`src/rtl/riscv_pkg.sv`:
```
// Shared RISC-V core types: fetch FSM states, NOP encoding and the fetch-queue entry.
package riscv_pkg;

    localparam int unsigned XLEN      = 32;
    localparam logic [31:0] NOP_INSTR = 32'h0000_0013;

    typedef enum logic [1:0] {
        BOOT = 2'd0,
        RUN  = 2'd1,
        HALT = 2'd2
    } fetch_state_e;

    typedef struct packed {
        logic [XLEN-1:0] pc;
        logic [31:0]     instr;
    } fetch_entry_t;

endpackage

```
`src/rtl/riscv_fetch_if.sv`:
```
// Fetch-stage bus bundle: imem request/response, redirect and decode handshake.
// o_fetch_misalign exists only when RISCV_FETCH_MISALIGN_CHECK_EN is defined.
interface riscv_fetch_if #(
    parameter int unsigned XLEN = riscv_pkg::XLEN
);
    logic            o_fetch_imem_req;
    logic [XLEN-1:0] o_fetch_imem_addr;
    logic            i_fetch_imem_gnt;
    logic            i_fetch_imem_rvalid;
    logic [31:0]     i_fetch_imem_rdata;
    logic            i_fetch_redirect;
    logic [XLEN-1:0] i_fetch_redirect_pc;
    logic            o_fetch_valid;
    logic [31:0]     o_fetch_instr;
    logic [XLEN-1:0] o_fetch_pc;
    logic            i_fetch_ready;
`ifdef RISCV_FETCH_MISALIGN_CHECK_EN
    logic            o_fetch_misalign;

    modport master (
        output o_fetch_imem_req, o_fetch_imem_addr, o_fetch_valid, o_fetch_instr,
               o_fetch_pc, o_fetch_misalign,
        input  i_fetch_imem_gnt, i_fetch_imem_rvalid, i_fetch_imem_rdata,
               i_fetch_redirect, i_fetch_redirect_pc, i_fetch_ready
    );
    modport slave (
        input  o_fetch_imem_req, o_fetch_imem_addr, o_fetch_valid, o_fetch_instr,
               o_fetch_pc, o_fetch_misalign,
        output i_fetch_imem_gnt, i_fetch_imem_rvalid, i_fetch_imem_rdata,
               i_fetch_redirect, i_fetch_redirect_pc, i_fetch_ready
    );
`else
    modport master (
        output o_fetch_imem_req, o_fetch_imem_addr, o_fetch_valid, o_fetch_instr,
               o_fetch_pc,
        input  i_fetch_imem_gnt, i_fetch_imem_rvalid, i_fetch_imem_rdata,
               i_fetch_redirect, i_fetch_redirect_pc, i_fetch_ready
    );
    modport slave (
        input  o_fetch_imem_req, o_fetch_imem_addr, o_fetch_valid, o_fetch_instr,
               o_fetch_pc,
        output i_fetch_imem_gnt, i_fetch_imem_rvalid, i_fetch_imem_rdata,
               i_fetch_redirect, i_fetch_redirect_pc, i_fetch_ready
    );
`endif
endinterface

```
`src/rtl/riscv_fetch_fifo.sv`:
```
// Small synchronous FIFO with flush and occupancy count; used for the fetch queue and PC FIFO.
module riscv_fetch_fifo #(
    parameter int unsigned DEPTH = 2,
    parameter int unsigned WIDTH = 32
) (
    input  logic                       i_fifo_clk,
    input  logic                       i_fifo_rstn,
    input  logic                       i_fifo_push,
    input  logic [WIDTH-1:0]           i_fifo_din,
    input  logic                       i_fifo_pop,
    input  logic                       i_fifo_flush,
    output logic [WIDTH-1:0]           o_fifo_dout,
    output logic [$clog2(DEPTH+1)-1:0] o_fifo_count
);
    localparam int unsigned CW = $clog2(DEPTH + 1);
    localparam int unsigned PW = (DEPTH > 1) ? $clog2(DEPTH) : 1;

    logic [WIDTH-1:0] mem [DEPTH];
    logic [PW-1:0]    rd_ptr, wr_ptr;
    logic [CW-1:0]    count;
    logic             do_push, do_pop;

    function automatic logic [PW-1:0] ptr_inc(input logic [PW-1:0] p);
        return (p == PW'(DEPTH - 1)) ? '0 : p + 1'b1;
    endfunction

    assign do_pop  = i_fifo_pop && (count != '0);
    assign do_push = i_fifo_push && ((count != CW'(DEPTH)) || do_pop);

    always_ff @(posedge i_fifo_clk or negedge i_fifo_rstn) begin
        if (!i_fifo_rstn) begin
            rd_ptr <= '0;
            wr_ptr <= '0;
            count  <= '0;
        end else if (i_fifo_flush) begin
            rd_ptr <= '0;
            wr_ptr <= '0;
            count  <= '0;
        end else begin
            if (do_push) wr_ptr <= ptr_inc(wr_ptr);
            if (do_pop)  rd_ptr <= ptr_inc(rd_ptr);
            case ({do_push, do_pop})
                2'b10:   count <= count + 1'b1;
                2'b01:   count <= count - 1'b1;
                default: count <= count;
            endcase
        end
    end

    always_ff @(posedge i_fifo_clk) begin
        if (do_push && !i_fifo_flush) mem[wr_ptr] <= i_fifo_din;
    end

    assign o_fifo_dout  = mem[rd_ptr];
    assign o_fifo_count = count;

endmodule

```
`src/rtl/riscv_fetch.sv`:
```
// Instruction-fetch stage: PC ownership, credit-limited imem requests, fetch queue, redirect flush.
// Optional misaligned-redirect trap: define RISCV_FETCH_MISALIGN_CHECK_EN.
module riscv_fetch
    import riscv_pkg::*;
#(
    parameter int unsigned     XLEN     = riscv_pkg::XLEN,
    parameter logic [XLEN-1:0] RESET_PC = '0,
    parameter int unsigned     FQ_DEPTH = 2
) (
    input  logic          i_fetch_clk,
    input  logic          i_fetch_rstn,
    riscv_fetch_if.master bus
);
    localparam int unsigned CW = $clog2(FQ_DEPTH + 1);

    fetch_state_e    state_q, state_d;
    logic [XLEN-1:0] pc_q, pc_d, redir_pc, pcf_head;
    logic [CW-1:0]   live, drop_q, drop_d, qcnt;
    logic [CW:0]     live_qcnt, live_drop;
    logic            req, grant, rv_drop, rv_keep, hs, valid;
    fetch_entry_t    q_din, q_head;
`ifdef RISCV_FETCH_MISALIGN_CHECK_EN
    logic            misalign_q, misalign_d;
    assign redir_pc = bus.i_fetch_redirect_pc;
`else
    assign redir_pc = bus.i_fetch_redirect_pc & ~XLEN'(3);
`endif

    // live is the PC FIFO occupancy: it grows on kept grants, shrinks on kept responses, flushes on redirect.
    assign live_qcnt = {1'b0, live} + {1'b0, qcnt};
    assign live_drop = {1'b0, live} + {1'b0, drop_q};
    assign req       = (state_q == RUN) && (live_qcnt < (CW+1)'(FQ_DEPTH))
                                        && (live_drop < (CW+1)'(FQ_DEPTH));
    assign grant     = req && bus.i_fetch_imem_gnt;
    assign rv_drop   = bus.i_fetch_imem_rvalid && (drop_q != '0);
    assign rv_keep   = bus.i_fetch_imem_rvalid && !rv_drop && !bus.i_fetch_redirect;
    assign valid     = (qcnt != '0);
    assign hs        = valid && bus.i_fetch_ready;

    always_comb begin
        state_d = state_q;
        pc_d    = pc_q;
        drop_d  = drop_q;
`ifdef RISCV_FETCH_MISALIGN_CHECK_EN
        misalign_d = misalign_q;
`endif
        if (state_q == BOOT) state_d = RUN;
        if (bus.i_fetch_redirect) begin
            pc_d   = redir_pc;
            // Every in-flight response, including one granted now, becomes a discard; an rvalid now consumes one.
            drop_d = drop_q + live + CW'(grant) - CW'(bus.i_fetch_imem_rvalid);
`ifdef RISCV_FETCH_MISALIGN_CHECK_EN
            if (redir_pc[1:0] != 2'b00) begin
                state_d    = HALT;
                misalign_d = 1'b1;
            end else begin
                state_d    = RUN;
                misalign_d = 1'b0;
            end
`endif
        end else begin
            if (grant) pc_d = pc_q + XLEN'(4);
            drop_d = drop_q - CW'(rv_drop);
        end
    end

    always_ff @(posedge i_fetch_clk or negedge i_fetch_rstn) begin
        if (!i_fetch_rstn) begin
            state_q <= BOOT;
            pc_q    <= RESET_PC;
            drop_q  <= '0;
        end else begin
            state_q <= state_d;
            pc_q    <= pc_d;
            drop_q  <= drop_d;
        end
    end

`ifdef RISCV_FETCH_MISALIGN_CHECK_EN
    always_ff @(posedge i_fetch_clk or negedge i_fetch_rstn) begin
        if (!i_fetch_rstn) misalign_q <= 1'b0;
        else               misalign_q <= misalign_d;
    end
    assign bus.o_fetch_misalign = misalign_q;
`endif

    riscv_fetch_fifo #(.DEPTH(FQ_DEPTH), .WIDTH(XLEN)) u_pc_fifo (
        .i_fifo_clk   (i_fetch_clk),
        .i_fifo_rstn  (i_fetch_rstn),
        .i_fifo_push  (grant && !bus.i_fetch_redirect),
        .i_fifo_din   (pc_q),
        .i_fifo_pop   (rv_keep),
        .i_fifo_flush (bus.i_fetch_redirect),
        .o_fifo_dout  (pcf_head),
        .o_fifo_count (live)
    );

    always_comb begin
        q_din       = '0;
        q_din.pc    = pcf_head;
        q_din.instr = bus.i_fetch_imem_rdata;
    end

    riscv_fetch_fifo #(.DEPTH(FQ_DEPTH), .WIDTH($bits(fetch_entry_t))) u_queue (
        .i_fifo_clk   (i_fetch_clk),
        .i_fifo_rstn  (i_fetch_rstn),
        .i_fifo_push  (rv_keep),
        .i_fifo_din   (q_din),
        .i_fifo_pop   (hs),
        .i_fifo_flush (bus.i_fetch_redirect),
        .o_fifo_dout  (q_head),
        .o_fifo_count (qcnt)
    );

    assign bus.o_fetch_imem_req  = req;
    assign bus.o_fetch_imem_addr = pc_q;
    assign bus.o_fetch_valid     = valid;
    assign bus.o_fetch_instr     = valid ? q_head.instr : '0;
    assign bus.o_fetch_pc        = valid ? q_head.pc : '0;

endmodule
```
`src/flat_wrapper.sv`:
```
// flat-port wrapper written by rule: the top's interface ports become plain ports
module riscv_fetch_flat import riscv_pkg::*;
#(
    parameter int unsigned     XLEN     = riscv_pkg::XLEN,
    parameter logic [XLEN-1:0] RESET_PC = '0,
    parameter int unsigned     FQ_DEPTH = 2
)
  (i_fetch_clk, i_fetch_rstn, bus_o_fetch_imem_req, bus_o_fetch_imem_addr, bus_o_fetch_valid, bus_o_fetch_instr, bus_o_fetch_pc, bus_i_fetch_imem_gnt, bus_i_fetch_imem_rvalid, bus_i_fetch_imem_rdata, bus_i_fetch_redirect, bus_i_fetch_redirect_pc, bus_i_fetch_ready);
  riscv_fetch_if #(.XLEN(XLEN)) bus_i ();
  input  logic i_fetch_clk;
  input  logic i_fetch_rstn;
  output wire logic [$bits(bus_i.o_fetch_imem_req)-1:0] bus_o_fetch_imem_req;
  output wire logic [$bits(bus_i.o_fetch_imem_addr)-1:0] bus_o_fetch_imem_addr;
  output wire logic [$bits(bus_i.o_fetch_valid)-1:0] bus_o_fetch_valid;
  output wire logic [$bits(bus_i.o_fetch_instr)-1:0] bus_o_fetch_instr;
  output wire logic [$bits(bus_i.o_fetch_pc)-1:0] bus_o_fetch_pc;
  input wire logic [$bits(bus_i.i_fetch_imem_gnt)-1:0] bus_i_fetch_imem_gnt;
  input wire logic [$bits(bus_i.i_fetch_imem_rvalid)-1:0] bus_i_fetch_imem_rvalid;
  input wire logic [$bits(bus_i.i_fetch_imem_rdata)-1:0] bus_i_fetch_imem_rdata;
  input wire logic [$bits(bus_i.i_fetch_redirect)-1:0] bus_i_fetch_redirect;
  input wire logic [$bits(bus_i.i_fetch_redirect_pc)-1:0] bus_i_fetch_redirect_pc;
  input wire logic [$bits(bus_i.i_fetch_ready)-1:0] bus_i_fetch_ready;
  assign bus_o_fetch_imem_req = bus_i.o_fetch_imem_req;
  assign bus_o_fetch_imem_addr = bus_i.o_fetch_imem_addr;
  assign bus_o_fetch_valid = bus_i.o_fetch_valid;
  assign bus_o_fetch_instr = bus_i.o_fetch_instr;
  assign bus_o_fetch_pc = bus_i.o_fetch_pc;
  assign bus_i.i_fetch_imem_gnt = bus_i_fetch_imem_gnt;
  assign bus_i.i_fetch_imem_rvalid = bus_i_fetch_imem_rvalid;
  assign bus_i.i_fetch_imem_rdata = bus_i_fetch_imem_rdata;
  assign bus_i.i_fetch_redirect = bus_i_fetch_redirect;
  assign bus_i.i_fetch_redirect_pc = bus_i_fetch_redirect_pc;
  assign bus_i.i_fetch_ready = bus_i_fetch_ready;
  riscv_fetch #(.XLEN(XLEN), .RESET_PC(RESET_PC), .FQ_DEPTH(FQ_DEPTH)) u_core (.i_fetch_clk(i_fetch_clk), .i_fetch_rstn(i_fetch_rstn), .bus(bus_i));
endmodule
```
`config.mk`:
```
export PLATFORM = sky130hd
export DESIGN_NAME = riscv_fetch_flat
export DESIGN_NICKNAME = d
export VERILOG_FILES = /design/src/rtl/riscv_pkg.sv /design/src/rtl/riscv_fetch_if.sv /design/src/rtl/riscv_fetch_fifo.sv /design/src/rtl/riscv_fetch.sv /design/src/flat_wrapper.sv
export SDC_FILE = /design/constraint.sdc
export NUM_CORES = 1
export LEC_CHECK = 0
export ABC_CLOCK_PERIOD_IN_PS = 6700
export BUFFER_PORTS_ARGS = -buffer_cell sky130_fd_sc_hd__buf_2
export CAP_MARGIN = 30
export CORE_UTILIZATION = 45
export CTS_CLUSTER_DIAMETER = 150
export DETAILED_ROUTE_END_ITERATION = 10
export PLACE_DENSITY = 0.69
export SLEW_MARGIN = 20
export SYNTH_ARGS = -nofsm -noshare
export SYNTH_HDL_FRONTEND = slang
export SYNTH_SLANG_ARGS = --single-unit
```
`constraint.sdc`:
```
create_clock -name i_fetch_clk -period 6.7 [get_ports i_fetch_clk]
set_input_delay 1.34 -clock i_fetch_clk [delete_from_list [all_inputs] [get_ports i_fetch_clk]]
set_output_delay 1.34 -clock i_fetch_clk [all_outputs]
set_load 0.01 [all_outputs]
```
==> results of run 1 <==
-- critical path: stages, from the launching register on --
cell	delay, ns
sky130_fd_sc_hd__dfrtp_1	0.47
sky130_fd_sc_hd__and2_1	0.21
sky130_fd_sc_hd__fa_1	0.45
sky130_fd_sc_hd__or2_1	0.32
sky130_fd_sc_hd__nor4b_1	0.31
sky130_fd_sc_hd__buf_2	0.19
-- per-layer routing --
layer / vias to the layer above / share of wire (%) / global-route usage (%)
li1: 2739 / - / -
met1: 2834 / 43 / 23.3
met2: 172 / 49 / 31.1
met3: 26 / 6.2 / 2.92
met4: 0 / 1.7 / 5.21
met5: - / 0 / 0
-- cells in the mapped netlist, types with 5 or more instances --
master and number:
sky130_fd_sc_hd__a21oi_1 5, sky130_fd_sc_hd__a31oi_1 21, sky130_fd_sc_hd__and4_1 5, sky130_fd_sc_hd__buf_1 5, sky130_fd_sc_hd__clkbuf_1 23, sky130_fd_sc_hd__dfrtp_1 41, sky130_fd_sc_hd__edfxtp_1 184, sky130_fd_sc_hd__inv_1 10
sky130_fd_sc_hd__mux2_2 30, sky130_fd_sc_hd__mux2i_1 63, sky130_fd_sc_hd__nand2_1 17, sky130_fd_sc_hd__nand3_1 11, sky130_fd_sc_hd__nand4_1 7, sky130_fd_sc_hd__nor2_1 94, sky130_fd_sc_hd__nor2b_1 5, sky130_fd_sc_hd__nor3_1 6
sky130_fd_sc_hd__o21ai_0 25, sky130_fd_sc_hd__o31ai_1 10, sky130_fd_sc_hd__or3_1 15, sky130_fd_sc_hd__or4_1 10, sky130_fd_sc_hd__xnor2_1 6, sky130_fd_sc_hd__xor2_1 7
-- power groups by stage --
stage | registers [µW] | logic, µW | clock network, µW
final | 1690 | 396 | 1290
after global routing | 1710 | 442 | 1380
after CTS | 1700 | 405 | 1320
after detailed placement | 1720 | 402 | 0
after global placement | 1730 | 381 | 0
after floorplan | 1700 | 251 | 0
-- cell usage in the layout (no fill, tap or decap), types with 3 or more instances in the layout --
cell,count
sky130_fd_sc_hd__buf_2,161
sky130_fd_sc_hd__xnor2_1,6
sky130_fd_sc_hd__o21ai_0,25
sky130_fd_sc_hd__clkinv_2,4
sky130_fd_sc_hd__inv_1,10
sky130_fd_sc_hd__nor3_1,4
sky130_fd_sc_hd__mux2_2,30
sky130_fd_sc_hd__or4_1,10
sky130_fd_sc_hd__a22oi_1,3
sky130_fd_sc_hd__nand2_1,17
sky130_fd_sc_hd__conb_1,5
sky130_fd_sc_hd__edfxtp_1,184
sky130_fd_sc_hd__nor2_1,93
sky130_fd_sc_hd__bufinv_16,3
sky130_fd_sc_hd__nand3_1,11
sky130_fd_sc_hd__dfrtp_1,40
sky130_fd_sc_hd__buf_4,7
sky130_fd_sc_hd__mux2i_1,63
sky130_fd_sc_hd__nor2b_1,5
sky130_fd_sc_hd__ha_1,4
sky130_fd_sc_hd__clkbuf_1,6
sky130_fd_sc_hd__clkbuf_8,3
sky130_fd_sc_hd__and4_1,5
sky130_fd_sc_hd__nand4_1,7
sky130_fd_sc_hd__fa_1,3
sky130_fd_sc_hd__a21oi_1,5
sky130_fd_sc_hd__a31oi_1,21
sky130_fd_sc_hd__or3_1,15
sky130_fd_sc_hd__clkbuf_16,23
sky130_fd_sc_hd__xor2_1,7
sky130_fd_sc_hd__o31ai_1,10
-- flip-flops by register name, indices dropped and copies added, names as in the netlist --
register / count
u_core.u_pc_fifo.mem: 60
u_core.u_queue.mem: 124
u_core.u_pc_fifo.rd_ptr: 1
u_core.u_queue.wr_ptr: 1
u_core.u_pc_fifo.o_fifo_count: 2
u_core.u_queue.rd_ptr: 1
u_core.u_queue.o_fifo_count: 2
u_core.drop_q: 2
u_core.state_q: 1
u_core.bus.o_fetch_imem_addr: 30
u_core.u_pc_fifo.wr_ptr: 1
-- logic make-up (layout without fill, tap and decap cells) --
family | count (synthesis) | in the layout | share of synthesized area, %
adder cells (fa/ha/maj) | 7 | 7 | 1.18
AND/OR/NAND/NOR | 188 | 188 | 9.98
XOR/XNOR | 13 | 13 | 1.22
flip-flops | 225 | 225 | 70.4
AO/OA/AOI/OAI | 70 | 70 | 4.58
multiplexers | 93 | 93 | 10.4
other | 2 | 5 | 0.0807
buffers and inverters | 46 | 225 | 2.19
-- stage by stage --
| stage | hold slack [ns] | utilization, % | setup WS (ns) |
|---|---|---|---|
| detailed placement | 0.538 | 51.8 | 3.27 |
| global placement | 0.524 | 51.4 | 3.08 |
| finish | 0.546 | 55.6 | 2.91 |
| floorplan | 0.519 | - | 1.49 |
| CTS | 0.555 | 55.6 | 2.84 |
| global route | 0.584 | 55.6 | 2.74 |
-- final timing paths --
kind | start | end | slack, ns
max | u_core.u_pc_fifo.o_fifo_count[0]$_DFFE_PN0P_ | bus_o_fetch_imem_req | 2.91
min | u_core.u_pc_fifo.rd_ptr$_DFFE_PN0P_ | u_core.u_pc_fifo.rd_ptr$_DFFE_PN0P_ | 0.55
max reg2reg | u_core.u_pc_fifo.o_fifo_count[0]$_DFFE_PN0P_ | u_core.drop_q[1]$_DFF_PN0_ | 3.63
min reg2reg | u_core.u_pc_fifo.rd_ptr$_DFFE_PN0P_ | u_core.u_pc_fifo.rd_ptr$_DFFE_PN0P_ | 0.55
max in group asynchronous | i_fetch_rstn | u_core.u_queue.rd_ptr$_DFFE_PN0P_ | 5.43
min in group asynchronous | i_fetch_rstn | u_core.bus.o_fetch_imem_addr[18]$_DFFE_PN0N_ | 0.75
-- final cells by class --
class / instances / area (µm²)
inverters: 11 / 41.3
clock inverters: 10 / 131
clock buffers: 32 / 639
fillers: 1698 / 8980
well taps: 270 / 338
multi-input cells: 376 / 2610
repair buffers: 172 / 945
flip-flops and latches: 225 / 6560
==> flow_metrics.tcl, run 1 <==
set metrics [dict create \
    die_area_um2 21300 \
    design.core.area_um2 20200 \
    yosysTopAreaCell "sky130_fd_sc_hd__edfxtp_1" \
    via_count_of_the_first_global_routing_pass 5683 \
    grt_start_max_net_pins 65 \
    worstPathArrival_ns 2.45 \
    place.port_buffers 161 \
    rsz0062_at_grt "no" \
    syn-instance-count 644 \
    die_x_um 146 \
    drt_iter0_drc 333 \
    power.share.combinational_pct 11.7 \
    cell_types_occupying_the_most_area_after_synthesis "sky130_fd_sc_hd__edfxtp_1, sky130_fd_sc_hd__dfrtp_1, sky130_fd_sc_hd__mux2i_1" \
    cts.repair_timing.setup_buffer_count 0 \
    antennaDiodeCount 0 \
    power.total_uw 3380 \
    global_route.usage.total_pct 18.0 \
    synth.avg_cell_area_um2 14.5 \
    initial_utilization_pct 46.0 \
    stdcell_count 1096 \
    count_of_flip_flops_with_a_built_in_enable_after_synthesis 184 \
    switching_part_of_the_total_power_pct 24.0 \
    buffer_cell_driving_the_clock_tree_root "sky130_fd_sc_hd__clkbuf_16" \
    power.clock.fraction_pct 38.1 \
    timing.fmax_mhz 264 \
    power_leakage_uw 0.00411 \
    remaining_drc_errors 0 \
    min_path_cells 2 \
    drtPass1Iterations 5 \
    status "complete, no violations" \
    cell_internal_pwr_uw 2570 \
    share_of_total_power_in_sequential_cells_pct 50.2 \
    timing.critical_path.to_type "output port" \
    power_density_nw_per_um2 300 \
    setup_tns_ns 0 \
    tritoncts "built" \
    setup_violations 0 \
    vdd_drop_max_mv 0.177 \
    count_of_hold_buffers_inserted_by_post_cts_repair 0 \
    placed_cell_area_um2 10500 \
    final_hold_viol_count 0 \
    grt_pass1_wl_mm 30.2 \
    global_route.overflow_total 0 \
    slew_headroom_pct 41.4 \
    post-synth-top-area-fraction_pct 59.3 \
    drtAntennaViolNets 0 \
    ratio_of_cells_with_drive_above_1_in_the_final_layout_pct 29.8 \
    cts_resized 0 \
    num-nets-final 886 \
    synth_ff_type "sky130_fd_sc_hd__edfxtp_1" \
    grt_antenna_before_repair 0 \
    startpoint_type "flop" \
    cts_inserted_buffers 23 \
    clkLatencyLatePin_ns 0.50 \
    hpwl_mm 11.7 \
    worstPathMaxFanout 9 \
    synth_seq_cells 225 \
    postRouteWirelength_mm 18.9 \
    wl_per_cell_um 17.3 \
    ios 168 \
    worst_path_clk_slew_ns 0.06 \
    timing.hold.worst.class "reg -> reg" \
    worst-r2r-cell-count 10 \
    numPlacedInstances 1053 \
    power_switching_uw 811 \
    weighted_congestion_at_the_end_of_routability_driven_global_placement 0.744 \
    transition_at_the_pin_with_the_smallest_max_transition_slack_ns 0.879 \
    synth.yosys.seq_area_share_pct 70.4 \
    slew_violations 0 \
    finalCritPeriodShare_pct 56.6 \
    final_area_um2 11300 \
    total_via_count_after_detailed_routing 5771 \
    drv.max_cap_violation_count 0 \
    htree_num_levels 1 \
    clkSinkCount 225 \
    mappedNetlistArea_um2 9310 \
    synthToLayoutAreaGrowth_pct 20.9 \
    synth_cell_type_count 48 \
    critPathRequiredTime_ns 5.36 \
    ys_async_sr_fraction_pct 18.2 \
    num_rows 52 \
    setup.worst_path.class "reg -> out" \
    min_period_ns 3.79 \
    warnings_from_yosys 0 \
    avgViaCountPerCell 5.27 \
    cts-root-to-sink-buffers 3 \
    final.setup_skew_ns 0.00670 \
    dieHeight_um 146 \
]
Note: power is estimated with default switching activity, not from simulation.
==> run 2: changes to the inputs <==
- ABC_CLOCK_PERIOD_IN_PS: 6700 -> 3100
- clock period: 6.7 -> 3.1 ns (I/O delays scaled with it)
==> flow_metrics.tcl, run 2 (synthesis gave the netlist of run 1 again) <==
set metrics [dict create \
    timing.critical_path.to_type "output port" \
    tritoncts "built" \
    grt_pass1_wl_mm 29.7 \
    initial_utilization_pct 46.0 \
    register_ranked_first_by_flip_flop_count "u_core.u_queue.mem" \
    setup_tns_ns 0 \
    vdd_drop_max_mv 0.329 \
    antennaDiodeCount 0 \
    critPathRequiredTime_ns 2.48 \
    finalCritPeriodShare_pct 96.1 \
    cts-root-to-sink-buffers 3 \
    ios 168 \
    avgViaCountPerCell 5.14 \
    timing.critical_path.cells "and2_1 > fa_1 > or2_4 > nor4b_1 > buf_2" \
    final_hold_viol_count 0 \
    worst-r2r-cell-count 6 \
    rsz0062_at_grt "no" \
    weighted_congestion_at_the_end_of_routability_driven_global_placement 0.769 \
    timing.fmax_mhz 336 \
    drtAntennaViolNets 0 \
    clkSinkCount 225 \
    final.setup_skew_ns 0.0174 \
    cts_inserted_buffers 25 \
    switching_part_of_the_total_power_pct 24.6 \
    layout_setup_ws_ns 0.121 \
    power.total_uw 7290 \
    final_cell_mix "sky130_fd_sc_hd__edfxtp_1, sky130_fd_sc_hd__buf_2, sky130_fd_sc_hd__nor2_1" \
    power.clock.fraction_pct 37.7 \
    path_delay_family "simple AND/OR/NAND/NOR gates" \
    drt_iter0_drc 227 \
    design.core.area_um2 20200 \
    remaining_drc_errors 0 \
    synthToLayoutAreaGrowth_pct 21.8 \
    power_density_nw_per_um2 642 \
    final_common_cell "sky130_fd_sc_hd__edfxtp_1" \
    share_of_total_power_in_sequential_cells_pct 50.1 \
    ratio_of_cells_with_drive_above_1_in_the_final_layout_pct 30.0 \
    worstPathArrival_ns 2.36 \
    slew_headroom_pct 50.8 \
    dieHeight_um 146 \
    setup_violations 0 \
    grt_antenna_before_repair 0 \
    place.port_buffers 161 \
    die_x_um 146 \
    setup.worst_path.class "reg -> out" \
    largest_register_ffs 124 \
    drtPass1Iterations 4 \
    hpwl_mm 11.8 \
    htree_num_levels 1 \
    transition_at_the_pin_with_the_smallest_max_transition_slack_ns 0.738 \
    via_count_of_the_first_global_routing_pass 5636 \
    postRouteWirelength_mm 18.8 \
    largest_stage_delay_worst_path_ns 0.46 \
    die_area_um2 21300 \
    crit_buf_inv 1 \
    global_route.usage.total_pct 17.9 \
    timing.critical_path.slowest_stage_cell "sky130_fd_sc_hd__fa_1" \
    total_via_count_after_detailed_routing 5680 \
    num-nets-final 892 \
    grt_start_max_net_pins 63 \
    dpl_worst_slack_ns 0.172 \
    drv.max_cap_violation_count 0 \
    final_area_um2 11300 \
    global_route.overflow_total 0 \
    min_period_ns 2.98 \
    worstPathMaxFanout 6 \
    clkLatencyLatePin_ns 0.52 \
    wl_per_cell_um 17.0 \
    slew_violations 0 \
    num_rows 52 \
    cell_internal_pwr_uw 5500 \
    startpoint_type "flop" \
    timing.hold.worst.class "in -> async" \
    power_leakage_uw 0.00413 \
    worst_path_clk_slew_ns 0.06 \
    placed_cell_area_um2 10600 \
    buffer_cell_driving_the_clock_tree_root "sky130_fd_sc_hd__clkbuf_16" \
    power_switching_uw 1790 \
    worst-path-stages 5 \
    power.share.combinational_pct 12.2 \
    status "complete, no violations" \
]
run 2: layout make-up:
class	instances	area (µm²)
Sequential cell	225	6560
Clock inverter	11	92.6
Inverter	11	41.3
Clock buffer	35	683
Timing Repair Buffer	176	993
Fill cell	1689	8890
Tap cell	270	338
Multi-Input combinational cell	376	2640
run 2: worst paths after layout:
| check | from | to | slack, ns |
|---|---|---|---|
| setup / recovery | u_core.u_queue.o_fifo_count[0]$_DFFE_PN0P_ | bus_o_fetch_imem_req | 0.12 |
| hold / removal | i_fetch_rstn | u_core.state_q[0]$_DFFE_PN0N_ | 0.16 |
| setup reg to reg | u_core.drop_q[0]$_DFF_PN0_ | u_core.bus.o_fetch_imem_addr[19]$_DFFE_PN0N_ | 0.16 |
| hold reg to reg | u_core.u_pc_fifo.mem[0][26]$_DFFE_PP_ | u_core.u_queue.mem[0][58]$_DFFE_PP_ | 0.56 |
| max in group asynchronous | i_fetch_rstn | u_core.bus.o_fetch_imem_addr[11]$_DFFE_PN0N_ | 2.28 |
| min in group i_fetch_clk | bus_i_fetch_imem_rdata[31] | u_core.u_queue.mem[1][31]$_DFFE_PP_ | 0.29 |
run 2: worst reg2reg max path, stage by stage (launching register included):
cell and delay, ns:
sky130_fd_sc_hd__dfrtp_1 0.45, sky130_fd_sc_hd__and2_1 0.18, sky130_fd_sc_hd__fa_1 0.48, sky130_fd_sc_hd__nand4bb_1 0.30, sky130_fd_sc_hd__or4_4 0.73, sky130_fd_sc_hd__or4_1 0.53
sky130_fd_sc_hd__a31oi_1 0.18
run 2: per-stage QoR:
stage | hold WS (ns) | instances | util (%)
floorplan | 0.324 | 647 | -
global placement | 0.519 | 1058 | 52.2
detailed placement | 0.549 | 1058 | 52.2
CTS | 0.156 | 1104 | 56.0
global route | 0.186 | 1104 | 56.1
finish | 0.163 | 1104 | 56.1
run 2: timing repair:
action,in CTS,in global routing
setup buffers,0,0
gates resized for setup,0,1
hold buffers,0,0
endpoints found under the setup margin,0,1
run 2: power by group through the flow:
stage	Clock [µW]	Combinational [µW]	Sequential [µW]
after floorplan	0	556	3680
after global placement	0	883	3700
after detailed placement	0	901	3710
after CTS	2820	907	3650
after global routing	2940	989	3680
final	2750	890	3650
run 2: layer usage:
metal	up-vias	global-route usage [%]	wire length, µm
li1	2759	-	-
met1	2742	23.5	8050
met2	156	31.1	9410
met3	23	3.26	1100
met4	0	3.84	233
met5	-	0	0
